**config.mk**
```make
export PLATFORM = sky130hd
export DESIGN_NAME = drive_mode_scheduler
export DESIGN_NICKNAME = d
export VERILOG_FILES = /design/src/rtl/drive_mode_scheduler_pkg.sv /design/src/rtl/drive_cmd_mux.sv /design/src/rtl/drive_mode_scheduler.sv
export SDC_FILE = /design/constraint.sdc
export NUM_CORES = 1
export LEC_CHECK = 0
export BUFFER_PORTS_ARGS = -buffer_cell sky130_fd_sc_hd__buf_4
export CAP_MARGIN = 10
export CORE_MARGIN = 4
export CORE_UTILIZATION = 51
export DETAILED_ROUTE_END_ITERATION = 6
export MAX_ROUTING_LAYER = met4
export PLACE_DENSITY = 0.76
export SETUP_SLACK_MARGIN = 0.02
export SLEW_MARGIN = 30
export SYNTH_ARGS = -nofsm -noshare
export SYNTH_HDL_FRONTEND = slang
export SYNTH_SLANG_ARGS = --single-unit
```
**constraint.sdc**
```tcl
create_clock -name clk -period 2.2 [get_ports clk]
set_input_delay 0.44 -clock clk [delete_from_list [all_inputs] [get_ports clk]]
set_output_delay 0.44 -clock clk [all_outputs]
set_load 0.01 [all_outputs]
```
**src/rtl/drive_mode_scheduler_pkg.sv**
```systemverilog
`timescale 1ns/1ps
`default_nettype none
// +-----------------------------------------------------------------------+
// | Module  : drive_mode_scheduler_pkg                                    |
// | Brief   : Shared drivetrain types: scheduler state encoding, grant    |
// |           sentinel and motor command bundle field offsets.            |
// | Revision: 1.0 - initial release                                       |
// +-----------------------------------------------------------------------+
package drive_mode_scheduler_pkg;

   localparam int NUM_REQ = 3;
   localparam int CMD_W   = 8;

   // Motor command bundle: {FWDA,FWDB,BWDA,BWDB,DutyCycleA[1:0],DutyCycleB[1:0]}
   localparam int CMD_FWDA    = 7;
   localparam int CMD_FWDB    = 6;
   localparam int CMD_BWDA    = 5;
   localparam int CMD_BWDB    = 4;
   localparam int CMD_DCA_LSB = 2;
   localparam int CMD_DCB_LSB = 0;

   localparam logic [1:0] GRANT_NONE = 2'b11;

   typedef enum logic [2:0] {
      ST_IDLE     = 3'd0,
      ST_START    = 3'd1,
      ST_RUN      = 3'd2,
      ST_DEADTIME = 3'd3,
      ST_HALT     = 3'd4
   } state_t;

   // Lowest set index wins; GRANT_NONE when nothing is requested.
   function automatic logic [1:0] pick_lowest(input logic [NUM_REQ-1:0] req);
      logic [1:0] idx;
      idx = GRANT_NONE;
      for (int i = NUM_REQ - 1; i >= 0; i--) begin
         if (req[i]) idx = 2'(i);
      end
      return idx;
   endfunction

   // One-hot of a requester index; out-of-range index yields all zeros.
   function automatic logic [NUM_REQ-1:0] idx_onehot(input logic [1:0] idx);
      logic [NUM_REQ-1:0] oh;
      oh = '0;
      for (int i = 0; i < NUM_REQ; i++) begin
         if (idx == 2'(i)) oh[i] = 1'b1;
      end
      return oh;
   endfunction

endpackage
`default_nettype wire

```
**src/rtl/drive_cmd_mux.sv**
```systemverilog
`timescale 1ns/1ps
`default_nettype none
// +-----------------------------------------------------------------------+
// | Module  : drive_cmd_mux                                               |
// | Brief   : Registered 3:1 motor command bundle mux with force-zero.    |
// | Revision: 1.0 - initial release                                       |
// +-----------------------------------------------------------------------+
module drive_cmd_mux
   import drive_mode_scheduler_pkg::*;
(
   input  logic                     clk,
   input  logic                     Reset_n,
   input  logic [NUM_REQ*CMD_W-1:0] cmd_i,
   input  logic [1:0]               sel_i,
   input  logic                     force_zero_i,
   output logic [CMD_W-1:0]         cmd_o
);

   logic [CMD_W-1:0] cmd_d;
   logic [CMD_W-1:0] cmd_q;

   // Select the granted bundle, or drive zero when forced / nothing selected.
   always_comb begin
      cmd_d = '0;
      if (!force_zero_i) begin
         case (sel_i)
            2'd0:    cmd_d = cmd_i[0*CMD_W +: CMD_W];
            2'd1:    cmd_d = cmd_i[1*CMD_W +: CMD_W];
            2'd2:    cmd_d = cmd_i[2*CMD_W +: CMD_W];
            default: cmd_d = '0;
         endcase
      end
   end

   // Output register; async clear keeps the bridge de-energised in reset.
   always_ff @(posedge clk or negedge Reset_n) begin
      if (!Reset_n) cmd_q <= '0;
      else          cmd_q <= cmd_d;
   end

   assign cmd_o = cmd_q;

endmodule
`default_nettype wire

```
**src/rtl/drive_mode_scheduler.sv**
```systemverilog
`timescale 1ns/1ps
`default_nettype none
// +-----------------------------------------------------------------------+
// | Module  : drive_mode_scheduler                                        |
// | Brief   : Fixed-priority Enable/Done scheduler sharing the motor      |
// |           command outputs between three direction controllers, with  |
// |           handover dead-time, start/run timeouts and emergency stop.  |
// | Revision: 1.0 - initial release                                       |
// +-----------------------------------------------------------------------+
module drive_mode_scheduler
   import drive_mode_scheduler_pkg::*;
#(
   parameter int unsigned START_TIMEOUT = 4,
   parameter int unsigned RUN_TIMEOUT   = 5_000_000,
   parameter int unsigned DEADTIME      = 8,
   parameter int unsigned CNT_W         = 24
) (
   input  logic                     clk,
   input  logic                     Reset_n,
   input  logic [NUM_REQ-1:0]       Req,
   input  logic [NUM_REQ-1:0]       DoneIn,
   input  logic [NUM_REQ*CMD_W-1:0] CmdIn,
   input  logic                     Pause,
   input  logic                     Estop,
   output logic [NUM_REQ-1:0]       Enable,
   output logic [NUM_REQ-1:0]       PauseOut,
   output logic                     FWDA,
   output logic                     FWDB,
   output logic                     BWDA,
   output logic                     BWDB,
   output logic [1:0]               DutyCycleA,
   output logic [1:0]               DutyCycleB,
   output logic [1:0]               Grant,
   output logic                     Busy,
   output logic                     Fault
);

   localparam logic [CNT_W-1:0] START_LAST = CNT_W'(START_TIMEOUT - 1);
   localparam logic [CNT_W-1:0] RUN_LAST   = CNT_W'(RUN_TIMEOUT - 1);
   localparam logic [CNT_W-1:0] DT_LAST    = CNT_W'(DEADTIME - 1);

   state_t               state_q, state_d;
   logic [CNT_W-1:0]     cnt_q, cnt_d;
   logic [CNT_W-1:0]     cnt_inc;
   logic [1:0]           g_q, g_d;
   logic [1:0]           grant_q, grant_d;
   logic [NUM_REQ-1:0]   enable_q, enable_d;
   logic [NUM_REQ-1:0]   pause_q, pause_d;
   logic                 fault_q, fault_d;
   logic                 busy_q;
   logic [NUM_REQ:0]     done_ext;
   logic                 done_g;
   logic                 motor_zero;
   logic [CMD_W-1:0]     cmd;

   // Saturating increment so a stuck state can never wrap into a false match.
   assign cnt_inc  = (cnt_q == '1) ? cnt_q : cnt_q + CNT_W'(1);
   // Extra '1' entry lets the GRANT_NONE index read as an idle requester.
   assign done_ext = {1'b1, DoneIn};
   assign done_g   = done_ext[g_q];

   // Next-state, counter and registered-output logic; Estop overrides all.
   always_comb begin
      state_d  = state_q;
      cnt_d    = cnt_q;
      g_d      = g_q;
      grant_d  = grant_q;
      enable_d = '0;
      pause_d  = pause_q;
      fault_d  = fault_q;

      if (Estop) begin
         state_d = ST_HALT;
         cnt_d   = '0;
         pause_d = '1;
      end else begin
         case (state_q)
            ST_IDLE: begin
               if (|Req) begin
                  g_d      = pick_lowest(Req);
                  grant_d  = pick_lowest(Req);
                  enable_d = idx_onehot(pick_lowest(Req));
                  fault_d  = 1'b0;
                  cnt_d    = '0;
                  state_d  = ST_START;
               end
            end
            ST_START: begin
               enable_d = idx_onehot(g_q);
               cnt_d    = cnt_inc;
               if (!done_g) begin
                  enable_d = '0;
                  cnt_d    = '0;
                  state_d  = ST_RUN;
               end else if (cnt_q == START_LAST) begin
                  enable_d = '0;
                  fault_d  = 1'b1;
                  cnt_d    = '0;
                  state_d  = ST_DEADTIME;
               end
            end
            ST_RUN: begin
               pause_d = Pause ? idx_onehot(g_q) : '0;
               if (!Pause) cnt_d = cnt_inc;
               // Completion wins over a coincident timeout.
               if (done_g) begin
                  cnt_d   = '0;
                  state_d = ST_DEADTIME;
               end else if (!Pause && (cnt_q == RUN_LAST)) begin
                  fault_d = 1'b1;
                  pause_d = idx_onehot(g_q);
                  cnt_d   = '0;
                  state_d = ST_DEADTIME;
               end
            end
            ST_DEADTIME: begin
               cnt_d = cnt_inc;
               if (cnt_q == DT_LAST) begin
                  grant_d = GRANT_NONE;
                  pause_d = '0;
                  cnt_d   = '0;
                  state_d = ST_IDLE;
               end
            end
            ST_HALT: begin
               pause_d = '1;
               cnt_d   = '0;
               state_d = ST_DEADTIME;
            end
            default: begin
               state_d = ST_IDLE;
               grant_d = GRANT_NONE;
               pause_d = '0;
               cnt_d   = '0;
            end
         endcase
      end
   end

   // State, counter and control-output registers.
   always_ff @(posedge clk or negedge Reset_n) begin
      if (!Reset_n) begin
         state_q  <= ST_IDLE;
         cnt_q    <= '0;
         g_q      <= GRANT_NONE;
         grant_q  <= GRANT_NONE;
         enable_q <= '0;
         pause_q  <= '0;
         fault_q  <= 1'b0;
         busy_q   <= 1'b0;
      end else begin
         state_q  <= state_d;
         cnt_q    <= cnt_d;
         g_q      <= g_d;
         grant_q  <= grant_d;
         enable_q <= enable_d;
         pause_q  <= pause_d;
         fault_q  <= fault_d;
         busy_q   <= (state_d != ST_IDLE);
      end
   end

   // Motors load only on a RUN->RUN edge: one cycle of latency after RUN
   // entry, and zero on the very edge that leaves RUN.
   assign motor_zero = (state_q != ST_RUN) || (state_d != ST_RUN);

   drive_cmd_mux u_cmd_mux (
      .clk          (clk),
      .Reset_n      (Reset_n),
      .cmd_i        (CmdIn),
      .sel_i        (g_q),
      .force_zero_i (motor_zero),
      .cmd_o        (cmd)
   );

   assign FWDA       = cmd[CMD_FWDA];
   assign FWDB       = cmd[CMD_FWDB];
   assign BWDA       = cmd[CMD_BWDA];
   assign BWDB       = cmd[CMD_BWDB];
   assign DutyCycleA = cmd[CMD_DCA_LSB +: 2];
   assign DutyCycleB = cmd[CMD_DCB_LSB +: 2];
   assign Enable     = enable_q;
   assign PauseOut   = pause_q;
   assign Grant      = grant_q;
   assign Busy       = busy_q;
   assign Fault      = fault_q;

endmodule
`default_nettype wire

```
## Yosys cells after proc, flatten, opt, wreduce, memory -nomap -nowiden

Cells that the tools add are included.

- Memory bits (writable): 0
- ROM bits: 0
- Bits in registers: 47
- Output and inout port bits: 18
- Memories: 0
- Word-level logic and storage cells: 106
- Input bits: 34
- Latch bits: 0

- $add $sub $neg: 1
- Divide/modulo/power cells: 0
- Muxes and demuxes: 53
- Equal/unequal tests: 24
- Shift-type cells: 0
- Multipliers: 0
- Bitwise logic cells: 2
- Reduce and logical (&&, ||, !) cells: 16
- Magnitude comparators: 1

Operator list:

| kind | number |
|---|---|
| $mux W24 | 9 |
| $pmux W24 S4 | 1 |
| $mux W3 | 16 |
| $add A24 B1 Y24 const B | 1 |
| $eq A24 B2 Y1 const B | 1 |
| $eq A24 B23 Y1 const B | 1 |
| $eq A24 B24 Y1 const B | 1 |
| $eq A24 B3 Y1 const B | 1 |
| $pmux W8 S3 | 1 |
| $pmux W3 S5 | 1 |
| $mux W1 | 13 |
| $mux W2 | 6 |
| $ne A2 B2 Y1 const B | 6 |
| $pmux W3 S4 | 1 |
| $mux W8 | 1 |
| $reduce_and A7 Y1 | 1 |
| $eq A3 B2 Y1 const B | 2 |
| $ne A3 B2 Y1 const B | 2 |
| $ne A3 B3 Y1 const B | 2 |
| $pmux W2 S3 | 1 |
| $pmux W3 S2 | 1 |
| $reduce_bool A3 Y1 | 2 |
| $reduce_or A3 Y1 | 2 |
| $ne A5 B5 Y1 const B | 1 |
| 18 further kinds | 23 |

## Logic depth before layout (Yosys ltp)

Gate-level depths: netlist of the first run.

- Depth after elaboration: 11
- Depth in mapped cells: 8
- Gate-level depth less buffers: 6

## Modules after synthesis

From an unflattened synthesis of the first run, not the netlist that was laid out.

- Cell total of the unflattened synthesis: 329
- Area total of the unflattened synthesis: 2974.1 um2

By module, submodules not included:

| module | area an instance (um2) | times used | cells each | seq. area each (um2) |
|---|---|---|---|---|
| drive_mode_scheduler | 2461.1 | 1 | 284 | 980.9 |
| drive_cmd_mux | 513.0 | 1 | 45 | 200.2 |

## Worst setup path after synthesis of the first run

No wires, ideal clock.

- Kind: reg2reg
- From: reg cnt_q[0]
- To: reg cnt_q[10]
- Stages on the path, launching flop included: 9
- Arrival: 1.890 ns
- Data required time: 2.056 ns
- Path slack: 0.167 ns
- Clock period less this slack: 2.033 ns
- Buffers on the path: 2
- Setup time: 0.144 ns
- Path through: dfrtp_1 -> ha_1 -> nor4b_1 -> and3_1 -> buf_2 -> nand3_1 -> a41oi_4 -> buf_6 -> a22oi_2

- Longest elaborated chain between the ends: 7
- Elaborated cells on any way between the ends: 17
- Classes of those cells: add/sub: 1; eq/ne: 5; mux: 9; reduce/logical: 2

RTL lines:

| what | line | RTL |
|---|---|---|
| start: declaration | drive_mode_scheduler.sv:43 | `logic [CNT_W-1:0] cnt_q, cnt_d;` |
| start signal: assignment | drive_mode_scheduler.sv:153 | `cnt_q <= cnt_d;` |
| $add A24 B1 Y24 / $eq A24 B24 Y1 (equally long branches) | drive_mode_scheduler.sv:57 | `assign cnt_inc = (cnt_q == '1) ? cnt_q : cnt_q + CNT_W'(1);` |
| $mux W24 | drive_mode_scheduler.sv:57 |  |
| $mux W24 | drive_mode_scheduler.sv:104 | `if (!Pause) cnt_d = cnt_inc;` |
| $mux W24 | drive_mode_scheduler.sv:109 | `end else if (!Pause && (cnt_q == RUN_LAST)) begin` |
| $mux W24 | drive_mode_scheduler.sv:106 | `if (done_g) begin` |
| $pmux W24 S4 | drive_mode_scheduler.sv:77 | `case (state_q)` |
| $mux W24 | drive_mode_scheduler.sv:72 | `if (Estop) begin` |

Several ways; a longest one is shown, not always the timed one. The select of a mux whose other input is x is not followed.
A chain may end at the register's enable or synchronous reset.

## Final worst setup path of the first run

- From: reg cnt_q[0]
- To: reg cnt_q[23]

The elaborated chain is that of the path after synthesis.

==> run metrics, run 1 <==
status finished, final reports clean; Cells after Synth 321; htree depth 2; max cap viols 0; sum of negative setup slack 0 ns; most common cell in the synthesized netlist dfrtp_1; vias per cell 6.21; Yosys top cell by area dfrtp_1; clock transition at the registers of the reported paths 0.10 ns; critical-path cell list ha_1 -> and4_1 -> nand4_1 -> nand2_2 -> or4_1 -> a22oi_2; CTS tree built; vias in the first global route 2747; share of the synthesized area in the top cell type 34.5%; Layout Utilization 64.0%; per-cell routed wire length 17.3 um; I/O pin count 52; DRT iter0 DRCs 205; Slew Viols, Final 0; GRT Resource Usage Total 23.0%; Initial Utilization 52.6%; top cells by area, synth dfrtp_1, a22oi_2, o31ai_1, dfstp_2, nor2_1; core area 0.00592 sq mm; Num CTS Buffers 5; row cnt 28; Period minus WS final 2.07 ns; Max Freq 0.482 GHz; Worst slew margin 60.0%; layout cells sized above 1 34.0%; Critical Path RT 2.43 ns; VDD IR max 0.384 mV; Post-synth EDFFs 0; fin crit share 94.3%; final std cells w/o fill 457; pre-CTS worst setup slack 0.118 ns; pin count of the biggest net entering global routing 48; root buf cell clkbuf_8; worst hold slack 0.127 ns; endpoints failing setup 0; Worst Tran Pin Value 0.600 ns; Power Density 624 mW/mm^2; routed wire length 7910 um; initial antenna violation count 0; fraction of registers with async set/reset 100%; Leak 0.00147 uW; crit-path max FO 10; layout net count 416; #FFs+latches synth 47; area of the die 0.00743 sq mm; dpl hpwl 5620 um; vias 2838; CTS Hold Bufs 0; Worst-Skew Late Latency 0.31 ns; GPL Wtd Cong 0.915; setup ws final 0.126 ns; clk sinks 47; Die Ht 86.2 um; Syn Nets 356; mapped cell area 0.00312 sq mm; first drt pass iteration count 4; HP Class input port to asynchronous set/reset pin; Setup crit end kind flip-flop; Worst Path Arrival 2.30 ns; grt total ovfl 0; Ant. Diodes 0; unique cell type count in the Yosys netlist 62; Ys Warns 0; clock tree buffer depth 2; Fin. Hold Viols 0; Slowest-stage cell, CP or4_1; port bufs 51; Syn Area/Cell 9.71 sq um; Critical Path Start Type flip-flop; Post-synth top cells dfrtp_1, nor2_1, a22oi_2, nand3_1, nand2_1; CP Class flip-flop to flip-flop; drt drc 0; area delta synth->final 21.6%; max incr delay on CP 0.52 ns; Seq/Total Area, Yosys 37.9%; Inst Count DP 448; first-pass GRT wire length 13500 um; Main synth FF type dfrtp_1; Die Wd 86.2 um; antenna viol nets, final 0; clock skew 0.0116 ns
repair_timing:
item | 4_1_cts | 5_1_grt
setup endpoints to repair | 0 | 24
buffers inserted | 0 | 0
resized for setup | 0 | 6
worst paths after layout:
kind | depth (start not counted) | slack (ns) | from | end
setup / recovery | 6 | 0.13 | cnt_q[0]$_DFFE_PN0P_ | cnt_q[23]$_DFFE_PN0P_
hold / removal | 1 | 0.13 | Reset_n | u_cmd_mux.cmd_o[3]$_DFF_PN0_
setup reg to reg | 6 | 0.13 | cnt_q[0]$_DFFE_PN0P_ | cnt_q[23]$_DFFE_PN0P_
hold reg to reg | 1 | 0.51 | Grant[0]$_DFFE_PN1P_ | Grant[0]$_DFFE_PN1P_
max in group asynchronous | 1 | 1.65 | Reset_n | cnt_q[16]$_DFFE_PN0P_
min in group clk | 3 | 0.36 | CmdIn[9] | u_cmd_mux.cmd_o[1]$_DFF_PN0_
flip-flops by register name (all words and copies together) (netlist names):
signal,cells
Fault,1
Enable,3
Busy,1
state_q,3
cnt_q,24
Grant,2
PauseOut,3
g_q,2
u_cmd_mux.cmd_o,8
layout by cell type, fill, tap and decap left out, types with 6 or more instances in the layout:
master    n
buf_4    74
nand2_1  17
mux2i_1   7
and3_1    6
or4_1    14
dfrtp_1  43
inv_1     8
a21oi_1  16
nand4_1   7
nor2_1   28
nand3_1  19
o31ai_1  16
a22oi_2  19
nor3_1    6
or3_1     6
o21ai_0   7
cell families after synthesis:
group,synth area share [%]
and+or+nand+nor,25.1
AOI/OAI and AO/OA,26.3
DFF,37.9
buffers and inverters,6.58
muxes,3.81
adders and majority gates,0.401
critical path: cells and delay by family (launching register included):
kind	cells	cell delay, ns
AND/OR/NAND/NOR	4	1.19
adder cells (fa/ha/maj)	1	0.26
AO/OA/AOI/OAI	1	0.15
flip-flops	1	0.40
report_power, final:
part | leakage, uW | internal (uW) | switching (uW) | total (uW)
registers | 0.000623 | 930 | 47.8 | 978
logic | 0.000779 | 292 | 327 | 618
clock network | 0.0000644 | 454 | 316 | 770
metrics by stage:
stage | total power (uW) | area, sq um
after floorplan | 1390 | 3120
after CTS | 2380 | 3770
after detailed placement | 1610 | 3630
after global placement | 1590 | 3630
final | 2370 | 3790
after global routing | 2490 | 3790
metal layers:
metal	wire [um]	track usage (%)
met2	4010	38.2
met5	0	-
met3	491	4.47
met4	53	3.82
met1	3350	30.0
cell type report:
type | instances | area, sq um
inverters | 8 | 30.0
flip-flops and latches | 47 | 1180
multi-input cells | 243 | 1750
clock inverters | 3 | 67.6
well taps | 75 | 93.8
repair buffers | 76 | 596
clock buffers | 5 | 68.8
fillers | 499 | 2130
No activity file was read; power rests on OpenSTA's default activity.
==> run 2, diff against run 1 <==
--- a/config.mk
+++ b/config.mk
@@ -10,6 +10,5 @@
 export CORE_MARGIN = 4
-export CORE_UTILIZATION = 51
+export CORE_UTILIZATION = 32
 export DETAILED_ROUTE_END_ITERATION = 6
 export MAX_ROUTING_LAYER = met4
-export PLACE_DENSITY = 0.76
 export SETUP_SLACK_MARGIN = 0.02
==> constraint.sdc (replaced) <==
create_clock -name clk -period 2.2 [get_ports clk]
set_input_delay 0.33 -clock clk [delete_from_list [all_inputs] [get_ports clk]]
set_output_delay 0.33 -clock clk [all_outputs]
set_load 0.01 [all_outputs]
==> run 2 against run 1 <==
  * Sequential cell count unchanged
  * Final cell count up 12%
  * Die area up 53%
  * Combinational power down 1%
  * Routed wire length up 4.0%
  * Critical path depth unchanged
  * Count of clock-buffer cells in the layout unchanged
  * Via count down 0.78%
  * Global-route usage down 8.4 points
  * Clock skew down 0.0053 ns
  * Utilization down 23 points
  * Largest cell class unchanged
  * Highest routed layer unchanged
==> run metrics, run 2 (synthesized netlist as in run 1, its figures left out) <==
status finished, final reports clean; Worst slew margin 58.7% (-1.4 points); vias per cell 5.52 (-11%); row cnt 35 (+25%); grt total ovfl 0 (unchanged); Fin. Hold Viols 0 (unchanged); GRT Resource Usage Total 14.6% (-8.4 points); crit-path max FO 6 (-4); port bufs 51 (unchanged); critical-path cell list nor4_1 -> and3_1 -> nand4b_1 -> buf_4 -> o221a_2 -> a211oi_1; routed wire length 8220 um (+4.0%); commonest non-fill, non-tap cells in the layout buf_4, dfrtp_1, nor2_1, nand3_1, a22oi_2; dpl hpwl 6010 um (+7.0%); Setup Fix Bufs, Post-CTS 0 (unchanged); Critical Path Start Type flip-flop; Setup crit end kind flip-flop; htree depth 2 (unchanged); first drt pass iteration count 4 (unchanged); clk sinks 47 (unchanged); sum of negative setup slack 0 ns (unchanged); drt drc 0 (unchanged); vias 2816 (-0.78%); Slew Viols, Final 0 (unchanged); Period minus WS final 2.10 ns (+0.0307 ns); worst setup path end state_q[0]$_DFF_PN0_; per-cell routed wire length 16.1 um (-6.8%); Power Density 614 mW/mm^2 (-1.6%); layout cells sized above 1 33.6% (-0.44 points); clock transition at the registers of the reported paths 0.10 ns (about the same); Reg2Reg Launch Point cnt_q[6]$_DFFE_PN0P_; Biggest register cnt_q; leading cell type in the layout, fill and taps excluded buf_4; Ant. Diodes 0 (unchanged); Buffers & Inverters on Critical Path 1 (+1); RSZ-0062 raised after global routing false; antenna viol nets, final 0 (unchanged); area of the die 0.0114 sq mm (+53%); Crit. Startpoint cnt_q[6]$_DFFE_PN0P_; root buf cell clkbuf_8; Die Ht 107 um (+24%); VDD IR max 0.257 mV (-33%); initial antenna violation count 0 (unchanged); GPL Wtd Cong 0.881 (-3.6%); CP Class flip-flop to flip-flop; Slowest-stage cell, CP and3_1; fin crit share 95.6% (+1.4 points); clock skew 0.00633 ns (-0.00529 ns); Num CTS Buffers 5 (unchanged); max incr delay on CP 0.39 ns (-0.13 ns); I/O pin count 52 (unchanged); core area 0.00937 sq mm (+58%); first-pass GRT wire length 13400 um (-0.72%); R2R Setup Slk 0.1 ns (-0.03 ns); DRT iter0 DRCs 157 (-23%); clock tree buffer depth 2 (unchanged); Max Freq 0.475 GHz (-1.5%); max cap viols 0 (unchanged); HP Class input port to asynchronous set/reset pin; layout net count 415 (-0.24%); pin count of the biggest net entering global routing 48 (unchanged); R2R cell count 6 (unchanged); Worst Tran Pin Value 0.620 ns (+0.0204 ns); CP delay by family, top simple AND/OR/NAND/NOR gates; Worst Path Arrival 2.31 ns (about the same); Levels on crit path 6 (unchanged); Initial Utilization 33.3% (-19 points); Die Wd 107 um (+24%); worst hold slack 0.0194 ns (-0.108 ns); vias in the first global route 2758 (+0.40%); Worst-Skew Late Latency 0.31 ns (about the same); CTS tree built; Critical Path RT 2.40 ns (-0.03 ns); Leak 0.00147 uW (about the same); area delta synth->final 23.2%; endpoints failing setup 0 (unchanged); max reg flops 24 (unchanged); worst r2r dst state_q[0]$_DFF_PN0_
[run 2: final cells by class]
| class | instances | area [sq um] |
|---|---|---|
| well taps | 129 | 161 |
| flip-flops and latches | 47 | 1180 |
| fillers | 947 | 5530 |
| inverters | 8 | 30.0 |
| clock buffers | 5 | 68.8 |
| multi-input cells | 242 | 1740 |
| repair buffers | 76 | 596 |
| clock inverters | 3 | 67.6 |
[run 2: worst min path at each step]
stage,start,slack (ns),end
floorplan,Reset_n,0.03,Busy$_DFF_PN0_
global placement,Reset_n,0.39,PauseOut[2]$_DFFE_PN0P_
detailed placement,Reset_n,0.40,PauseOut[0]$_DFFE_PN0P_
CTS,Reset_n,0.06,Enable[1]$_DFF_PN0_
global route,Reset_n,0.08,Enable[1]$_DFF_PN0_
finish,Reset_n,0.02,PauseOut[0]$_DFFE_PN0P_
[run 2: timing repair]
item / CTS / global route
hold buffers: 0 / 0
resized for setup: 0 / 4
endpoints found under the setup margin: 0 / 11
[run 2: stage by stage]
| step | instance area (sq um) | utilization, % | instances | worst slack [ns] | total power [uW] |
|---|---|---|---|---|---|
| 3_3_place_gp | 3700 | 39.5 | 502 | 0.135 | 1600 |
| 2_1_floorplan | 3120 | - | 321 | 0.167 | 1390 |
| 6_report | 3840 | 41.0 | 510 | 0.0958 | 2360 |
| 5_1_grt | 3840 | 41.0 | 510 | 0.0211 | 2480 |
| 3_5_place_dp | 3700 | 39.5 | 502 | 0.0902 | 1610 |
| 4_1_cts | 3830 | 40.9 | 510 | 0.0682 | 2380 |
[run 2: where the power goes]
part	leakage (uW)	switching [uW]	internal [uW]
registers	0.000623	45.2	930
logic	0.000781	330	280
clock network	0.0000644	320	453
[run 2: routing by layer]
layer / GRT usage [%] / share of wire [%] / vias to the layer above
li1: - / - / 1353
met1: 18.1 / 45 / 1362
met2: 24.7 / 47 / 97
met3: 3.13 / 7.0 / 4
met4: 3.11 / 0.51 / 0
met5: - / 0 / -
==> run 3, diff against run 2 <==
BUFFER_PORTS_ARGS = -buffer_cell sky130_fd_sc_hd__buf_2   (was -buffer_cell sky130_fd_sc_hd__buf_4)
CTS_BUF_LIST = sky130_fd_sc_hd__clkbuf_2   (was default)
==> run 3 against run 2 <==
  * Routed wire length decreased by 0.92%
  * Critical path type unchanged
  * Highest routed layer unchanged
  * Via count decreased by 1.1%
  * First-iteration DRC count unchanged
  * Maximum frequency increased by 0.22%
  * Register-to-register slack about the same
  * Final area decreased by 3.7%
  * Die area unchanged
  * Sequential power increased by 0.4%
  * Utilization decreased by 1.5 points
==> run metrics, run 3 (synthesized netlist as in run 1, its figures left out) <==
layout cells sized above 1 34.8% (+1.2 points); vias per cell 5.42 (-1.9%); Setup Fix Bufs, Post-CTS 0 (unchanged); Inst Count DP 505 (+0.60%); M2 GR Usage 23.7% (-1.0 points); first drt pass iteration count 4 (unchanged); dpl hpwl 6060 um (+0.84%); Worst Tran Pin Value 0.667 ns (+0.0470 ns); row cnt 35 (unchanged); Die Ht 107 um (unchanged); grt total ovfl 0 (unchanged); GRT Resource Usage Total 14.8% (+0.19 points); Fin. Hold Viols 0 (unchanged); met1 usage in global routing 19.7% (+1.6 points); endpoints failing setup 0 (unchanged); sum of negative setup slack 0 ns (unchanged); layout net count 419 (+0.96%); GPL Wtd Cong 0.885 (+0.44%); status finished, final reports clean; max reg flops 24 (unchanged); Worst slew margin 55.5% (-3.1 points); leading cell type in the layout, fill and taps excluded buf_2; gr busiest metal met2; root buf cell clkbuf_2; clock tree buffer depth 2 (unchanged); Period minus WS final 2.10 ns (-0.00466 ns); htree depth 2 (unchanged); port bufs 51 (unchanged); fin crit share 95.4% (-0.21 points); clock skew 0.0412 ns (+0.0349 ns); max cap viols 0 (unchanged); Critical Path RT 2.61 ns (+0.21 ns); pin count of the biggest net entering global routing 31 (-35%); VDD IR max 0.214 mV (-17%); Setup crit end kind flip-flop; Initial Utilization 33.3% (unchanged); vias 2784 (-1.1%); Critical Path Start Type flip-flop; DRT iter0 DRCs 157 (unchanged); first-pass GRT wire length 13400 um (-0.41%); per-cell routed wire length 15.9 um (-1.7%); RSZ-0062 raised after global routing false; Power Density 560 mW/mm^2 (-8.9%); area delta synth->final 18.6%; final std cells w/o fill 514 (+0.78%); Ant. Diodes 0 (unchanged); CP Class flip-flop to flip-flop; Worst Path Arrival 2.51 ns (+0.20 ns); routed wire length 8150 um (-0.92%); antenna viol nets, final 0 (unchanged); Biggest register cnt_q; Worst-Skew Late Latency 0.45 ns (+0.14 ns); clk sinks 47 (unchanged); HP Class input port to flip-flop; clock transition at the registers of the reported paths 0.29 ns (+0.19 ns); fillers 959 (+1.3%); Num CTS Buffers 5 (unchanged); I/O pin count 52 (unchanged); met3 Use GR 2.89% (-0.24 points); drt drc 0 (unchanged); crit-path max FO 16 (+10); core area 0.00937 sq mm (unchanged); area of the die 0.0114 sq mm (unchanged); initial antenna violation count 0 (unchanged); commonest non-fill, non-tap cells in the layout buf_2, dfrtp_1, nor2_1, buf_4; Leak 0.00143 uW (-2.4%); vias in the first global route 2702 (-2.0%); Slew Viols, Final 0 (unchanged); Die Wd 107 um (unchanged); Max Freq 0.476 GHz (+0.22%); CTS tree built
[run 3: cell types whose count changed in the layout (fill, tap and decap cells not counted), sizes merged]
cell / before / now
buf: 76 / 79
bufinv: 2 / 1
clkinv: 0 / 2
clkinvlp: 1 / 0
dlygate4sd3: 0 / 1
[run 3: timing repair]
item	in CTS	in global routing
hold endpoints to repair	24	0
hold buffers	1	0
endpoints found under the setup margin	0	26
gates resized for setup	0	7
[run 3: layout make-up]
class,count,area [sq um],share of cell area [%]
Timing Repair Buffer,80,500,13.5
Clock buffer,5,25.0,0.677
Multi-Input combinational cell,242,1750,47.5
Sequential cell,47,1180,32.0
Clock inverter,3,43.8,1.18
Tap cell,129,161,4.37
Inverter,8,30.0,0.812
[run 3: through the flow]
step                hold WS (ns)  area [sq um]  utilization (%)  setup WS [ns]  total power (uW)
global route              0.0135          3700             39.4        0.00821              2200
CTS                       0.0439          3670             39.2         0.0360              2080
finish                    0.0528          3700             39.4          0.100              2070
floorplan                 0.0344          3120                -          0.167              1390
detailed placement         0.405          3590             38.3         0.0706              1580
global placement           0.404          3590             38.3          0.157              1570
[run 3: final timing paths]
| kind | startpoint | to | slack [ns] | depth (start not counted) |
|---|---|---|---|---|
| min | Estop | state_q[1]$_DFF_PN0_ | 0.05 | 2 |
| min in group asynchronous | Reset_n | cnt_q[4]$_DFFE_PN0P_ | 0.39 | 2 |
| max reg2reg | g_q[1]$_DFFE_PN1P_ | cnt_q[14]$_DFFE_PN0P_ | 0.10 | 6 |
| max | g_q[1]$_DFFE_PN1P_ | cnt_q[14]$_DFFE_PN0P_ | 0.10 | 6 |
| max in group asynchronous | Reset_n | cnt_q[19]$_DFFE_PN0P_ | 1.18 | 3 |
| min reg2reg | Grant[0]$_DFFE_PN1P_ | Grant[0]$_DFFE_PN1P_ | 0.53 | 1 |
[run 3: worst max-delay path: stages, from the launching register on]
cell      delay [ns]
dfstp_2         0.62
nand2b_1        0.22
o22ai_4         0.14
a21o_1          0.22
buf_4           0.20
or4_1           0.53
a22oi_2         0.15
[run 3: power breakdown]
part / internal (uW) / total [uW] / switching, uW
Combinational: 253 / 586 / 333
Clock: 192 / 505 / 312
Sequential: 932 / 979 / 46.3
[run 3: routing by layer]
metal | vias to the layer above | share of wire, %
met5 | - | 0
met4 | 0 | 0.81
met3 | 8 | 6.7
met2 | 85 | 47
met1 | 1325 | 46
li1 | 1366 | -
